File: config.mk
export PLATFORM = sky130hd
export DESIGN_NAME = mem_arbiter_flat
export DESIGN_NICKNAME = d
export VERILOG_FILES = /design/src/rtl/mem_arbiter_pkg.sv /design/src/rtl/mem_arbiter_if.sv /design/src/rtl/mem_arbiter_starve_ctr.sv /design/src/rtl/mem_arbiter.sv /design/src/flat_wrapper.sv
export SDC_FILE = /design/constraint.sdc
export NUM_CORES = 1
export LEC_CHECK = 0
export ABC_AREA = 1
export CAP_MARGIN = 20
export CELL_PAD_IN_SITES_DETAIL_PLACEMENT = 2
export CELL_PAD_IN_SITES_GLOBAL_PLACEMENT = 2
export CORE_MARGIN = 2
export CORE_UTILIZATION = 10
export CTS_CLUSTER_SIZE = 40
export DETAILED_ROUTE_END_ITERATION = 10
export GPL_TIMING_DRIVEN = 1
export PLACE_DENSITY_LB_ADDON = 0.2
export SYNTH_ARGS = -nofsm -noshare
export SYNTH_HDL_FRONTEND = slang
export SYNTH_SLANG_ARGS = --single-unit
File: constraint.sdc
create_clock -name clk -period 2.5 [get_ports clk]
set_input_delay 0.5 -clock clk [delete_from_list [all_inputs] [get_ports clk]]
set_output_delay 0.5 -clock clk [all_outputs]
set_load 0.1 [all_outputs]
File: src/rtl/mem_arbiter_pkg.sv
// Shared types and helpers for the instruction/data RAM arbiter.
// Holds the width constants shared with the CPU core, the response-owner
// encoding and the word-alignment check.
package mem_arbiter_pkg;

  localparam int unsigned ADDR_W = 12;
  localparam int unsigned DATA_W = 32;

  // Which requester owns the access whose response is in flight
  typedef enum logic [1:0] {
    OWN_NONE = 2'd0,
    OWN_IF   = 2'd1,
    OWN_D    = 2'd2
  } owner_e;

  // One-stage response pipeline payload
  typedef struct packed {
    owner_e owner;
    logic   was_read;
    logic   misaligned;
  } rsp_t;

  // Word access is aligned when the two byte-offset bits are zero
  function automatic logic is_aligned(input logic [1:0] lsb);
    return lsb == 2'b00;
  endfunction

endpackage

File: src/rtl/mem_arbiter_if.sv
// Bundle of fetch port, load/store port and RAM port signals.
// master: requesters + RAM model side; slave: the arbiter.
interface mem_arbiter_if
  import mem_arbiter_pkg::*;
#(
  parameter int unsigned ADDR_WIDTH = ADDR_W,
  parameter int unsigned DATA_WIDTH = DATA_W
);
  // Fetch port
  logic                  if_req;
  logic [ADDR_WIDTH-1:0] if_addr;
  logic                  if_gnt;
  logic                  if_ack;
  logic [DATA_WIDTH-1:0] if_rdata;
  logic                  if_err;
  // Load/store port
  logic                  d_req;
  logic                  d_we;
  logic [ADDR_WIDTH-1:0] d_addr;
  logic [DATA_WIDTH-1:0] d_wdata;
  logic                  d_gnt;
  logic                  d_ack;
  logic [DATA_WIDTH-1:0] d_rdata;
  logic                  d_err;
  // RAM port
  logic [ADDR_WIDTH-1:0] ram_addr;
  logic [DATA_WIDTH-1:0] ram_wdata;
  logic                  ram_wen;
  logic [DATA_WIDTH-1:0] ram_rdata;

  modport slave (
    input  if_req, if_addr, d_req, d_we, d_addr, d_wdata, ram_rdata,
    output if_gnt, if_ack, if_rdata, if_err,
    output d_gnt, d_ack, d_rdata, d_err,
    output ram_addr, ram_wdata, ram_wen
  );

  modport master (
    output if_req, if_addr, d_req, d_we, d_addr, d_wdata, ram_rdata,
    input  if_gnt, if_ack, if_rdata, if_err,
    input  d_gnt, d_ack, d_rdata, d_err,
    input  ram_addr, ram_wdata, ram_wen
  );

endinterface

File: src/rtl/mem_arbiter_starve_ctr.sv
// arb_starve_ctr: counts consecutive data grants while fetch waits and
// raises force_if_c once the limit is reached.
// Ports: clk, rst_n, if_req, if_gnt, d_gnt in; force_if_c out (combinational).
module arb_starve_ctr #(
  parameter int unsigned STARVE_LIMIT = 4
) (
  input  logic clk,
  input  logic rst_n,
  input  logic if_req,
  input  logic if_gnt,
  input  logic d_gnt,
  output logic force_if_c
);

  // A zero limit still needs a one-bit register to stay legal
  localparam int unsigned CW = (STARVE_LIMIT > 0) ? $clog2(STARVE_LIMIT + 1) : 1;

  logic [CW-1:0] cnt_q;
  logic [CW-1:0] cnt_d;
  logic          at_limit_c;

  assign at_limit_c = (cnt_q == CW'(STARVE_LIMIT));
  assign force_if_c = (STARVE_LIMIT != 0) && at_limit_c;

  // Clear when fetch is served or stops waiting; saturate at the limit
  always_comb begin
    cnt_d = cnt_q;
    if (!if_req || if_gnt) begin
      cnt_d = '0;
    end else if (d_gnt && !at_limit_c) begin
      cnt_d = cnt_q + CW'(1);
    end
  end

  always_ff @(posedge clk or negedge rst_n) begin
    if (!rst_n) begin
      cnt_q <= '0;
    end else begin
      cnt_q <= cnt_d;
    end
  end

endmodule

File: src/rtl/mem_arbiter.sv
// mem_arbiter: shares one single-port synchronous word RAM between the
// instruction-fetch port and the load/store port. Data has fixed priority
// with a starvation guard for fetch; one access per cycle, ack one cycle
// after grant, misaligned accesses are rejected without touching the RAM.
// Ports: clk, rst_n (async, active-low), bus (slave modport: fetch port,
// load/store port, RAM port).
module mem_arbiter
  import mem_arbiter_pkg::*;
#(
  parameter int unsigned ADDR_WIDTH   = ADDR_W,
  parameter int unsigned DATA_WIDTH   = DATA_W,
  parameter int unsigned STARVE_LIMIT = 4
) (
  input  logic          clk,
  input  logic          rst_n,
  mem_arbiter_if.slave  bus
);

  logic                  force_if_c;
  logic                  d_gnt_c;
  logic                  if_gnt_c;
  logic [ADDR_WIDTH-1:0] ram_addr_c;
  logic [DATA_WIDTH-1:0] ram_wdata_c;
  logic                  ram_wen_c;
  rsp_t                  rsp_d;
  rsp_t                  rsp_q;

  arb_starve_ctr #(
    .STARVE_LIMIT (STARVE_LIMIT)
  ) u_starve (
    .clk        (clk),
    .rst_n      (rst_n),
    .if_req     (bus.if_req),
    .if_gnt     (if_gnt_c),
    .d_gnt      (d_gnt_c),
    .force_if_c (force_if_c)
  );

  // Grant: data first unless fetch has been starved long enough; none in reset
  always_comb begin
    d_gnt_c  = rst_n && bus.d_req && !(force_if_c && bus.if_req);
    if_gnt_c = rst_n && bus.if_req && !d_gnt_c;
  end

  // RAM drive and response-stage capture for the granted access
  always_comb begin
    ram_addr_c  = '0;
    ram_wdata_c = '0;
    ram_wen_c   = 1'b0;
    rsp_d       = '{owner: OWN_NONE, was_read: 1'b0, misaligned: 1'b0};
    if (d_gnt_c) begin
      ram_addr_c       = bus.d_addr;
      ram_wdata_c      = bus.d_wdata;
      ram_wen_c        = bus.d_we && is_aligned(bus.d_addr[1:0]);
      rsp_d.owner      = OWN_D;
      rsp_d.was_read   = !bus.d_we;
      rsp_d.misaligned = !is_aligned(bus.d_addr[1:0]);
    end else if (if_gnt_c) begin
      ram_addr_c       = bus.if_addr;
      rsp_d.owner      = OWN_IF;
      rsp_d.was_read   = 1'b1;
      rsp_d.misaligned = !is_aligned(bus.if_addr[1:0]);
    end
  end

  // Reset drops any in-flight response
  always_ff @(posedge clk or negedge rst_n) begin
    if (!rst_n) begin
      rsp_q <= '{owner: OWN_NONE, was_read: 1'b0, misaligned: 1'b0};
    end else begin
      rsp_q <= rsp_d;
    end
  end

  assign bus.if_gnt    = if_gnt_c;
  assign bus.d_gnt     = d_gnt_c;
  assign bus.ram_addr  = ram_addr_c;
  assign bus.ram_wdata = ram_wdata_c;
  assign bus.ram_wen   = ram_wen_c;

  // Route RAM read data to the owner; misaligned or write responses carry zero
  always_comb begin
    bus.if_ack   = (rsp_q.owner == OWN_IF);
    bus.if_err   = bus.if_ack && rsp_q.misaligned;
    bus.if_rdata = (bus.if_ack && !rsp_q.misaligned) ? bus.ram_rdata : '0;
    bus.d_ack    = (rsp_q.owner == OWN_D);
    bus.d_err    = bus.d_ack && rsp_q.misaligned;
    bus.d_rdata  = (bus.d_ack && rsp_q.was_read && !rsp_q.misaligned) ?
                   bus.ram_rdata : '0;
  end

endmodule

File: src/flat_wrapper.sv
// flat-port wrapper written by rule: the top's interface ports become plain ports
module mem_arbiter_flat import mem_arbiter_pkg::*;
#(
  parameter int unsigned ADDR_WIDTH   = ADDR_W,
  parameter int unsigned DATA_WIDTH   = DATA_W,
  parameter int unsigned STARVE_LIMIT = 4
)
  (clk, rst_n, bus_if_req, bus_if_addr, bus_d_req, bus_d_we, bus_d_addr, bus_d_wdata, bus_ram_rdata, bus_if_gnt, bus_if_ack, bus_if_rdata, bus_if_err, bus_d_gnt, bus_d_ack, bus_d_rdata, bus_d_err, bus_ram_addr, bus_ram_wdata, bus_ram_wen);
  mem_arbiter_if #(.ADDR_WIDTH(ADDR_WIDTH), .DATA_WIDTH(DATA_WIDTH)) bus_i ();
  input  logic clk;
  input  logic rst_n;
  input wire logic [$bits(bus_i.if_req)-1:0] bus_if_req;
  input wire logic [$bits(bus_i.if_addr)-1:0] bus_if_addr;
  input wire logic [$bits(bus_i.d_req)-1:0] bus_d_req;
  input wire logic [$bits(bus_i.d_we)-1:0] bus_d_we;
  input wire logic [$bits(bus_i.d_addr)-1:0] bus_d_addr;
  input wire logic [$bits(bus_i.d_wdata)-1:0] bus_d_wdata;
  input wire logic [$bits(bus_i.ram_rdata)-1:0] bus_ram_rdata;
  output wire logic [$bits(bus_i.if_gnt)-1:0] bus_if_gnt;
  output wire logic [$bits(bus_i.if_ack)-1:0] bus_if_ack;
  output wire logic [$bits(bus_i.if_rdata)-1:0] bus_if_rdata;
  output wire logic [$bits(bus_i.if_err)-1:0] bus_if_err;
  output wire logic [$bits(bus_i.d_gnt)-1:0] bus_d_gnt;
  output wire logic [$bits(bus_i.d_ack)-1:0] bus_d_ack;
  output wire logic [$bits(bus_i.d_rdata)-1:0] bus_d_rdata;
  output wire logic [$bits(bus_i.d_err)-1:0] bus_d_err;
  output wire logic [$bits(bus_i.ram_addr)-1:0] bus_ram_addr;
  output wire logic [$bits(bus_i.ram_wdata)-1:0] bus_ram_wdata;
  output wire logic [$bits(bus_i.ram_wen)-1:0] bus_ram_wen;
  assign bus_i.if_req = bus_if_req;
  assign bus_i.if_addr = bus_if_addr;
  assign bus_i.d_req = bus_d_req;
  assign bus_i.d_we = bus_d_we;
  assign bus_i.d_addr = bus_d_addr;
  assign bus_i.d_wdata = bus_d_wdata;
  assign bus_i.ram_rdata = bus_ram_rdata;
  assign bus_if_gnt = bus_i.if_gnt;
  assign bus_if_ack = bus_i.if_ack;
  assign bus_if_rdata = bus_i.if_rdata;
  assign bus_if_err = bus_i.if_err;
  assign bus_d_gnt = bus_i.d_gnt;
  assign bus_d_ack = bus_i.d_ack;
  assign bus_d_rdata = bus_i.d_rdata;
  assign bus_d_err = bus_i.d_err;
  assign bus_ram_addr = bus_i.ram_addr;
  assign bus_ram_wdata = bus_i.ram_wdata;
  assign bus_ram_wen = bus_i.ram_wen;
  mem_arbiter #(.ADDR_WIDTH(ADDR_WIDTH), .DATA_WIDTH(DATA_WIDTH), .STARVE_LIMIT(STARVE_LIMIT)) u_core (.clk(clk), .rst_n(rst_n), .bus(bus_i));
endmodule
==> results.toml, run 1 <==
[critical_path]
start_kind = "input port"
worst_ep_arrival_time_ns = 1.85
end_kind = "output pin"
worstSetupPathType = "input port to output pin"
required_ns = 2.00
crit_fanout = 32

[floorplan]
die_w_um = 118
initial_core_util_pct = 10.3
dieArea_mm2 = 0.0140
dieHeight_um = 118
core_mm2 = 0.0127
pin_count = 208
rows = 41

[clocking]
cts_tree = "done"
clk_latency_ns = 0.23
clk_path_buf_depth = 2
cts_hold_buf = 0
postCtsSetupRepairBufs = 0
ctsHtreeMaxLevel = 1
cts.root.buffer_cell = "clkbuf_16"
cts_buffers = 3
cts.sinks = 7
clkTransAtPathRegs_ns = 0.04
cts_resized = 0

[sta]
fin_ws_ns = 0.152
setup_violations = 0
max-slew-margin-rel_pct = 75.4
slew_viol_final = 0
worstMarginPinSlew_ns = 0.369
rsz0062_at_grt = "false"
period_needed_ns = 2.35
fin_skew_ns = 0.00285
fmaxAchievable_mhz = 426
hold_violations = 0
finalCritPeriodShare_pct = 93.9

[global_route]
antenna_found_initial = 0
gr-total-overflow = 0
grt_pass1_wl_mm = 14.6
grt_max_degree = 33
grt_pass1_vias = 2679
grt_usage_pct = 13.0

[logic_synthesis]
syn_area_per_cell_um2 = 4.96
ys_seq_area_share_pct = 13.4
muxShareOfSynthArea_pct = 0
ys_types = 19
synth_xor_area_share_pct = 0
synthAdderAreaFrac_pct = 1.91
syn_inst = 264
syn_nets = 359
synth_area_mm2 = 0.00131
synth-simple-area-share_pct = 50.9
synth_top_family_by_area = "simple AND/OR/NAND/NOR gates"
yosys_warnings = 0
synth_compound_area_share_pct = 2.10
synth-seq-cells = 7

[pwr]
ir_drop_mv = 0.157
p_leak_nw = 2.28
pwr_density_cell_mw_per_mm2 = 282

[route]
routed.top_layer = "met4"
m1WireLength_mm = 3.28
wl_per_cell_um = 13.9
wl_met2_mm = 4.72
vias = 2364
routed-wl-met3_um = 891
drc = 0
drtAntennaViolNets = 0
first_pass_iters = 3
wirelength_mm = 8.95
drtIter0Drc = 22
routed_via_density = 3.68

[finish]
layout.nets = 566
stdcell_count = 642
register_area_um2 = 175
drive_gt1_share_pct = 49.4
fin_util_pct = 41.5
multi_input_area_mm2 = 0.00125
nFillCells = 1407
area_growth_pct = 304
antennaDiodeCount = 0

[status]
status = "finished, final reports clean"

[place]
gp_congestion = 0.701
dp_cells = 638
io_buffers = 207
dp_slack_ns = 0.134
dp.final_hpwl_mm = 8.20

[run]
drv_cap = 0

[worst_hold_path]
hp-class = "register to register"
-- synth_stat cells, drive strengths merged --
cell | instances | share of area [%]
nor2 | 102 | 30
inv | 79 | 23
ha | 2 | 1.9
o21bai | 3 | 1.7
nor3 | 1 | 0.38
nand2 | 39 | 12
buf | 12 | 8.9
o21ai | 1 | 0.38
or2 | 1 | 0.48
dfrtp | 7 | 13
nand3 | 17 | 7.8
-- power breakdown --
group          switching [W]  internal [W]  total, W  leakage [nW]
combinational       0.000688      0.000407   0.00109          2.15
sequential        0.00000405      0.000120  0.000124        0.0927
clock              0.0000609      0.000212  0.000273        0.0382
total               0.000753      0.000738   0.00149          2.28
-- cells in the final DEF (no fill, tap or decap), drive strengths merged --
cell           count
nand3             17
clkdlybuf4s50     92
nand2             39
clkbuf             4
o21bai             3
nor3               1
nor2             102
ha                 2
dfrtp              7
or2                1
inv               79
o21ai              1
buf              122
-- per-layer routing --
layer,track usage [%],vias to the layer above
met1,13.9,1084
met2,24.5,136
met4,2.46,0
li1,-,1139
met5,0,-
met3,4.58,5
-- worst paths after layout --
| kind | endpoint | depth (start not counted) | slack (ns) | start |
|---|---|---|---|---|
| max reg2reg | u_core.rsp_q[1]$_DFF_PN0_ | 6 | 1.12 | u_core.u_starve.cnt_q[0]$_DFFE_PN0P_ |
| min in group asynchronous | u_core.u_starve.cnt_q[2]$_DFFE_PN0P_ | 2 | 0.65 | rst_n |
| max | bus_ram_wdata[23] | 7 | 0.15 | rst_n |
| min | u_core.u_starve.cnt_q[0]$_DFFE_PN0P_ | 1 | 0.48 | u_core.u_starve.cnt_q[0]$_DFFE_PN0P_ |
| min reg2reg | u_core.u_starve.cnt_q[0]$_DFFE_PN0P_ | 1 | 0.48 | u_core.u_starve.cnt_q[0]$_DFFE_PN0P_ |
| max in group asynchronous | u_core.rsp_q[0]$_DFF_PN0_ | 2 | 1.73 | rst_n |
-- metrics by stage --
step,cell area [um^2],setup TNS (ns),total power [W],hold slack (ns)
6_report,5280,0,0.00149,0.485
5_1_grt,5280,0,0.00155,0.528
4_1_cts,5280,0,0.00151,0.492
3_5_place_dp,5200,0,0.00123,0.487
3_3_place_gp,5200,0,0.00122,0.469
2_1_floorplan,1840,-1.15,0.000763,0.204
-- area by class of cell --
type / instances / share of cell area [%]
Tap cell: 172 / 4.07
Inverter: 79 / 5.66
Timing Repair Buffer: 214 / 61.8
Multi-Input combinational cell: 166 / 23.7
Sequential cell: 7 / 3.32
Clock buffer: 4 / 1.49
-- sequential cells by signal, indices dropped and copies added, names as in the netlist --
signal	flops
u_core.rsp_q	4
u_core.u_starve.cnt_q	3
-- cell families after synthesis --
family                     after synthesis
and+or+nand+nor                        160
buffers and inverters                   91
DFF                                      7
AOI/OAI and AO/OA                        4
adders and majority gates                2
-- critical path, stage by stage --
cell             delay [ns]
clkdlybuf4s50_1        0.52
nand2_1                0.08
inv_2                  0.09
nand2_4                0.09
buf_12                 0.19
nor2_2                 0.16
buf_12                 0.19
No activity file was read; power rests on OpenSTA's default activity.
==> inputs of run 2 (changes only) <==
--- a/config.mk
+++ b/config.mk
@@ -9,6 +9,7 @@
 export CAP_MARGIN = 20
 export CELL_PAD_IN_SITES_DETAIL_PLACEMENT = 2
 export CELL_PAD_IN_SITES_GLOBAL_PLACEMENT = 2
+export CORE_ASPECT_RATIO = 0.5
 export CORE_MARGIN = 2
 export CORE_UTILIZATION = 10
 export CTS_CLUSTER_SIZE = 40
==> run 2 against run 1 <==
Against the previous run: global-route usage fell by 0.26 points; utilization grew 0.13 points; clock-buffer cell count unchanged; clock skew shrank 0.0015 ns; sequential share of layout area is essentially flat; clock power increased by 1%; cell area rose by 0.43%; register-to-register slack improved by 0.08 ns; worst hold slack better by 0.029 ns; via count down 1.1%; die area up 0.40%; first-iteration DRC count rose by 4.5%; critical endpoint is now bus_ram_addr[8].
==> results.toml, run 2 (synthesis gave the netlist of run 1 again) <==
[status]
status = "finished, final reports clean"

[critical_path]
start_kind = "input port"
required_ns = 2.00
end_kind = "output pin"
crit_fanout = 15
worst_ep_arrival_time_ns = 1.84
worstSetupPathType = "input port to output pin"

[place]
io_buffers = 207
gp_congestion = 0.702
dp_slack_ns = 0.148
dp.final_hpwl_mm = 8.20

[sta]
slew_viol_final = 0
fmaxAchievable_mhz = 427
fin_skew_ns = 0.00137
period_needed_ns = 2.34
setup_violations = 0
hold_violations = 0
finalCritPeriodShare_pct = 93.7
fin_setup_tns_ns = 0
rsz0062_at_grt = "false"
worstMarginPinSlew_ns = 0.349
fin_hold_ws_ns = 0.514
fin_ws_ns = 0.157
max-slew-margin-rel_pct = 76.7

[clocking]
postCtsSetupRepairBufs = 0
clk_latency_ns = 0.23
cts_resized = 0
cts_hold_buf = 0
cts_tree = "done"
ctsHtreeMaxLevel = 1
cts_buffers = 3
clkTransAtPathRegs_ns = 0.04
clk_path_buf_depth = 2
cts.sinks = 7
cts.root.buffer_cell = "clkbuf_16"

[global_route]
grt_max_degree = 30
grt_pass1_wl_mm = 14.4
grt_usage_pct = 12.7
antenna_found_initial = 0
gr-total-overflow = 0
grt_pass1_vias = 2573

[route]
vias = 2337
drtAntennaViolNets = 0
routed_via_density = 3.65
m1WireLength_mm = 2.97
first_pass_iters = 2
drc = 0
wirelength_mm = 8.97
wl_met2_mm = 5.18
routed.top_layer = "met4"
routed-wl-met3_um = 800
wl_per_cell_um = 14.0
drtIter0Drc = 23

[floorplan]
die_w_um = 166
dieArea_mm2 = 0.0141
pin_count = 208
initial_core_util_pct = 10.3
rows = 29
core_mm2 = 0.0127
dieHeight_um = 84.9

[finish]
drive_gt1_share_pct = 49.4
nFillCells = 1334
layout.nets = 566
antennaDiodeCount = 0
mostFrequentLayoutCell = "buf_12"
largestRegisters = "u_core.rsp_q: 4 flops, u_core.u_starve.cnt_q: 3 flops"
multi_input_area_mm2 = 0.00125
register_area_um2 = 175
final_cell_mix = "buf_12 (116), clkdlybuf4s50_1 (92), inv_1 (76)"
top_register = "u_core.rsp_q"
largest_register_ffs = 4
area_growth_pct = 305
fin_util_pct = 41.7

[pwr]
p_leak_nw = 2.29
ir_drop_mv = 0.149
pwr_density_cell_mw_per_mm2 = 282
finalPower_w = 0.00150

[run]
drv_cap = 0

[worst_hold_path]
hp-class = "register to register"
[run 2: cell counts in the layout (fill, tap and decap cells not counted)]
No cell type changed its count.
[run 2: final cells by class]
type,count,area share [%]
timing repair buffer,214,62.0
multi-input combinational,166,23.6
inverter,79,5.64
tap,170,4.01
sequential,7,3.30
clock buffer,4,1.49
[run 2: where the power goes]
group	total, W	switching [W]	internal (W)
logic	0.00110	0.000686	0.000411
clock network	0.000277	0.0000645	0.000213
registers	0.000124	0.00000409	0.000120
[run 2: through the flow]
stage	cell area [um^2]	std cells
final	5310	640
after global routing	5310	640
after global placement	5230	636
after detailed placement	5230	636
after CTS	5310	640
after floorplan	1840	264
[run 2: final timing paths]
path	from	endpoint	slack, ns	cells past startpoint
min in group asynchronous	rst_n	u_core.u_starve.cnt_q[0]$_DFFE_PN0P_	0.62	2
min	u_core.u_starve.cnt_q[0]$_DFFE_PN0P_	u_core.u_starve.cnt_q[0]$_DFFE_PN0P_	0.51	1
min reg2reg	u_core.u_starve.cnt_q[0]$_DFFE_PN0P_	u_core.u_starve.cnt_q[0]$_DFFE_PN0P_	0.51	1
max in group asynchronous	rst_n	u_core.rsp_q[1]$_DFF_PN0_	1.74	2
max reg2reg	u_core.u_starve.cnt_q[0]$_DFFE_PN0P_	u_core.rsp_q[1]$_DFF_PN0_	1.20	6
max	rst_n	bus_ram_addr[8]	0.16	8
[run 2: critical path: stages]
cell	delay (ns)
clkdlybuf4s50_1	0.50
nand2_1	0.08
inv_2	0.09
nand2_4	0.10
inv_4	0.17
nand2_1	0.07
nand2_1	0.12
buf_12	0.19
[run 2: per-layer routing]
metal  global-route usage (%)  up-vias
met5                        0        -
met4                     1.19        0
met3                     4.15        4
met2                     26.5       98
met1                     12.8     1098
li1                         -     1137
==> inputs of run 3 (changes only) <==
--- a/config.mk
+++ b/config.mk
@@ -14,8 +14,11 @@
 export CORE_UTILIZATION = 10
 export CTS_CLUSTER_SIZE = 40
 export DETAILED_ROUTE_END_ITERATION = 10
+export GPL_ROUTABILITY_DRIVEN = 0
 export GPL_TIMING_DRIVEN = 1
 export PLACE_DENSITY_LB_ADDON = 0.2
 export SYNTH_ARGS = -nofsm -noshare
 export SYNTH_HDL_FRONTEND = slang
+export SYNTH_HIERARCHICAL = 1
 export SYNTH_SLANG_ARGS = --single-unit
+export TNS_END_PERCENT = 1
==> run 3 against run 2 <==
Against the previous run: clock-buffer cell count unchanged; register-to-register slack worse by 0.66 ns; first-iteration DRC count up 22%; critical path depth up 2; sequential share of layout area up 0.052 points; worst setup slack worse by 0.052 ns; clock power down 3%; critical endpoint is now bus_ram_wdata[25]; largest cell class unchanged; highest routed layer unchanged.
==> results.toml, run 3 <==
[global_route]
grt_pass1_wl_mm = 14.4
antenna_found_initial = 0
gr-total-overflow = 0
grt_max_degree = 33
grt_usage_pct = 11.2
grt_pass1_vias = 2665

[clocking]
cts.sinks = 7
clkTransAtPathRegs_ns = 0.03
clk_path_buf_depth = 2
ctsHtreeMaxLevel = 1
cts_buffers = 3
cts_hold_buf = 0
cts_tree = "done"
cts.root.buffer_cell = "clkbuf_16"
clk_latency_ns = 0.23

[critical_path]
critPathSlowestCell = "dfrtp_1"
path_cells = "inv_1, ha_1, nand2_2, inv_1, nand2_1, nand2_2, buf_12, buf_4, nor2_4, buf_12"
path_buf_inv = 5
r2r_cells = 14
max_stage_delay_ns = 0.36
worstSetupPathType = "register to output pin"
crit_fanout = 13
start_kind = "register"
end_kind = "output pin"
path_depth = 10
required_ns = 2.00
worst_ep_arrival_time_ns = 1.90
critPathTopFamily = "buffers and inverters"

[logic_synthesis]
yosys.area.top_type_share_pct = 20.0
synth_top_family_by_area = "simple AND/OR/NAND/NOR gates"
ys_types = 20
synth_enable_flop_cells = 0
synth_most_common_cell = "nor2_1"
ys_seq_area_share_pct = 11.6
synth_ff_type = "dfrtp_1"
synth-simple-area-share_pct = 55.9
yosysTopAreaCell = "nor2_1"
muxShareOfSynthArea_pct = 0
synth_xor_area_share_pct = 0
synth_area_mm2 = 0.00151
synth-seq-cells = 7
syn_inst = 271
synth_compound_area_share_pct = 1.25
yosys_warnings = 6
syn_nets = 366
synth_area_leaders = "nor2_1 (20%), inv_1 (19%), nor2_4 (16%), dfrtp_1 (12%), nand2_1 (9.7%)"
ys_top_cells_by_count = "nor2_1 (80), inv_1 (77), nand2_1 (39), nor2_4 (21), nand3_1 (15)"
synth-async-reset-ratio_pct = 100
syn_area_per_cell_um2 = 5.55
synthAdderAreaFrac_pct = 1.66

[pwr]
p_leak_nw = 2.35
ir_drop_mv = 0.194
pwr_density_cell_mw_per_mm2 = 283

[finish]
fin_area_mm2 = 0.00522
area_growth_pct = 247
largest_register_ffs = 4
top_register = "u_core/rsp_q"
antennaDiodeCount = 0
drive_gt1_share_pct = 47.8
final_cell_mix = "buf_12 (116), clkdlybuf4s50_1 (92), inv_1 (77)"
mostFrequentLayoutCell = "buf_12"
nFillCells = 1612
layout.nets = 583
largestRegisters = "u_core/rsp_q: 4 flops, u_core/u_starve/cnt_q: 3 flops"

[floorplan]
initial_core_util_pct = 10.3
die_w_um = 178
core_mm2 = 0.0146
rows = 31
pin_count = 208
dieHeight_um = 90.8
dieArea_mm2 = 0.0161

[route]
wl_per_cell_um = 13.4
vias = 2429
drc = 0
first_pass_iters = 3
drtIter0Drc = 28
routed_via_density = 3.55
drtAntennaViolNets = 0
wirelength_mm = 9.18

[place]
io_buffers = 207
dp_slack_ns = 0.102
dp.final_hpwl_mm = 8.18
place_area_mm2 = 0.00510

[worst_hold_path]
hp-class = "register to register"
min_path_cells = 2

[sta]
period_needed_ns = 2.40
hold_violations = 0
finalCritPeriodShare_pct = 95.8
fin_skew_ns = 0.000823
fmaxAchievable_mhz = 418
fin_ws_ns = 0.105
worstMarginPinSlew_ns = 0.358
max-slew-margin-rel_pct = 76.1
slew_viol_final = 0
setup_violations = 0

[status]
status = "finished, final reports clean"

[run]
drv_cap = 0
==> run 3: cell count changes in the layout (fill, tap and decap cells not counted), moves of 2 or more <==
cell | before | now
buf_4 | 6 | 17
nand2_1 | 35 | 38
nand2_2 | 2 | 5
nand2_4 | 2 | 0
nor2_1 | 6 | 20
nor2_2 | 38 | 62
nor2_4 | 58 | 22
o21bai_1 | 3 | 0
==> run 3: per-layer routing <==
metal / vias to the layer above / track usage, % / part of all wire (%)
li1: 1177 / - / -
met1: 1139 / 12.2 / 36
met2: 107 / 20.4 / 52
met3: 6 / 4.92 / 11
met4: 0 / 1.43 / 0.78
met5: - / 0 / 0
==> run 3: tightest hold or removal path, cell delays in order (launching register included) <==
cell and delay, ns:
dfrtp_1 0.37, nor2_1 0.06, nor2_1 0.09
==> run 3: timing repair <==
action                     4_1_cts  5_1_grt
buffers inserted                 0        6
resized for setup                0        1
setup endpoints to repair        0       21
==> run 3: power breakdown <==
| part | leakage, nW | total, W | internal (W) | switching (W) |
|---|---|---|---|---|
| Clock | 0.0382 | 0.000268 | 0.000212 | 0.0000563 |
| Sequential | 0.0924 | 0.000126 | 0.000121 | 0.00000518 |
| Combinational | 2.22 | 0.00109 | 0.000419 | 0.000667 |
==> run 3: area by class of cell <==
type / instances / area [um^2] / share of cell area, %
timing repair buffer: 225 / 3370 / 64.5
multi-input combinational: 172 / 1050 / 20.2
inverter: 79 / 297 / 5.68
tap: 198 / 248 / 4.74
sequential: 7 / 175 / 3.35
clock buffer: 4 / 78.8 / 1.51
==> run 3: metrics by stage <==
stage,setup TNS (ns),hold WS (ns),total power [W],util [%],std cells
after CTS,0,0.561,0.00149,35.5,679
after global placement,0,0.552,0.00121,34.9,675
final,0,0.556,0.00148,35.8,685
after detailed placement,0,0.555,0.00122,34.9,675
after floorplan,-11.11,0.204,0.000746,-,271
after global routing,-0.0802,0.589,0.00154,35.8,685
==> run 3: kinds of logic (layout without fill, tap and decap cells) <==
group / Yosys count / in the layout
buffers and inverters: 92 / 308
AOI/OAI and AO/OA: 3 / 3
DFF: 7 / 7
and+or+nand+nor: 167 / 167
adders and majority gates: 2 / 2
==> run 3: path summary, 6_finish.rpt <==
| kind | start | to | slack (ns) |
|---|---|---|---|
| worst max-delay path | u_core/u_starve/cnt_q[0]$_DFFE_PN0P_ | bus_ram_wdata[25] | 0.10 |
| worst min-delay path | u_core/u_starve/cnt_q[2]$_DFFE_PN0P_ | u_core/u_starve/cnt_q[2]$_DFFE_PN0P_ | 0.56 |
| worst max register to register | u_core/u_starve/cnt_q[0]$_DFFE_PN0P_ | u_core/u_starve/cnt_q[1]$_DFFE_PN0P_ | 0.54 |
| worst min register to register | u_core/u_starve/cnt_q[2]$_DFFE_PN0P_ | u_core/u_starve/cnt_q[2]$_DFFE_PN0P_ | 0.56 |
| max in group asynchronous | rst_n | u_core/u_starve/cnt_q[1]$_DFFE_PN0P_ | 1.78 |
| min in group asynchronous | rst_n | u_core/u_starve/cnt_q[2]$_DFFE_PN0P_ | 0.60 |
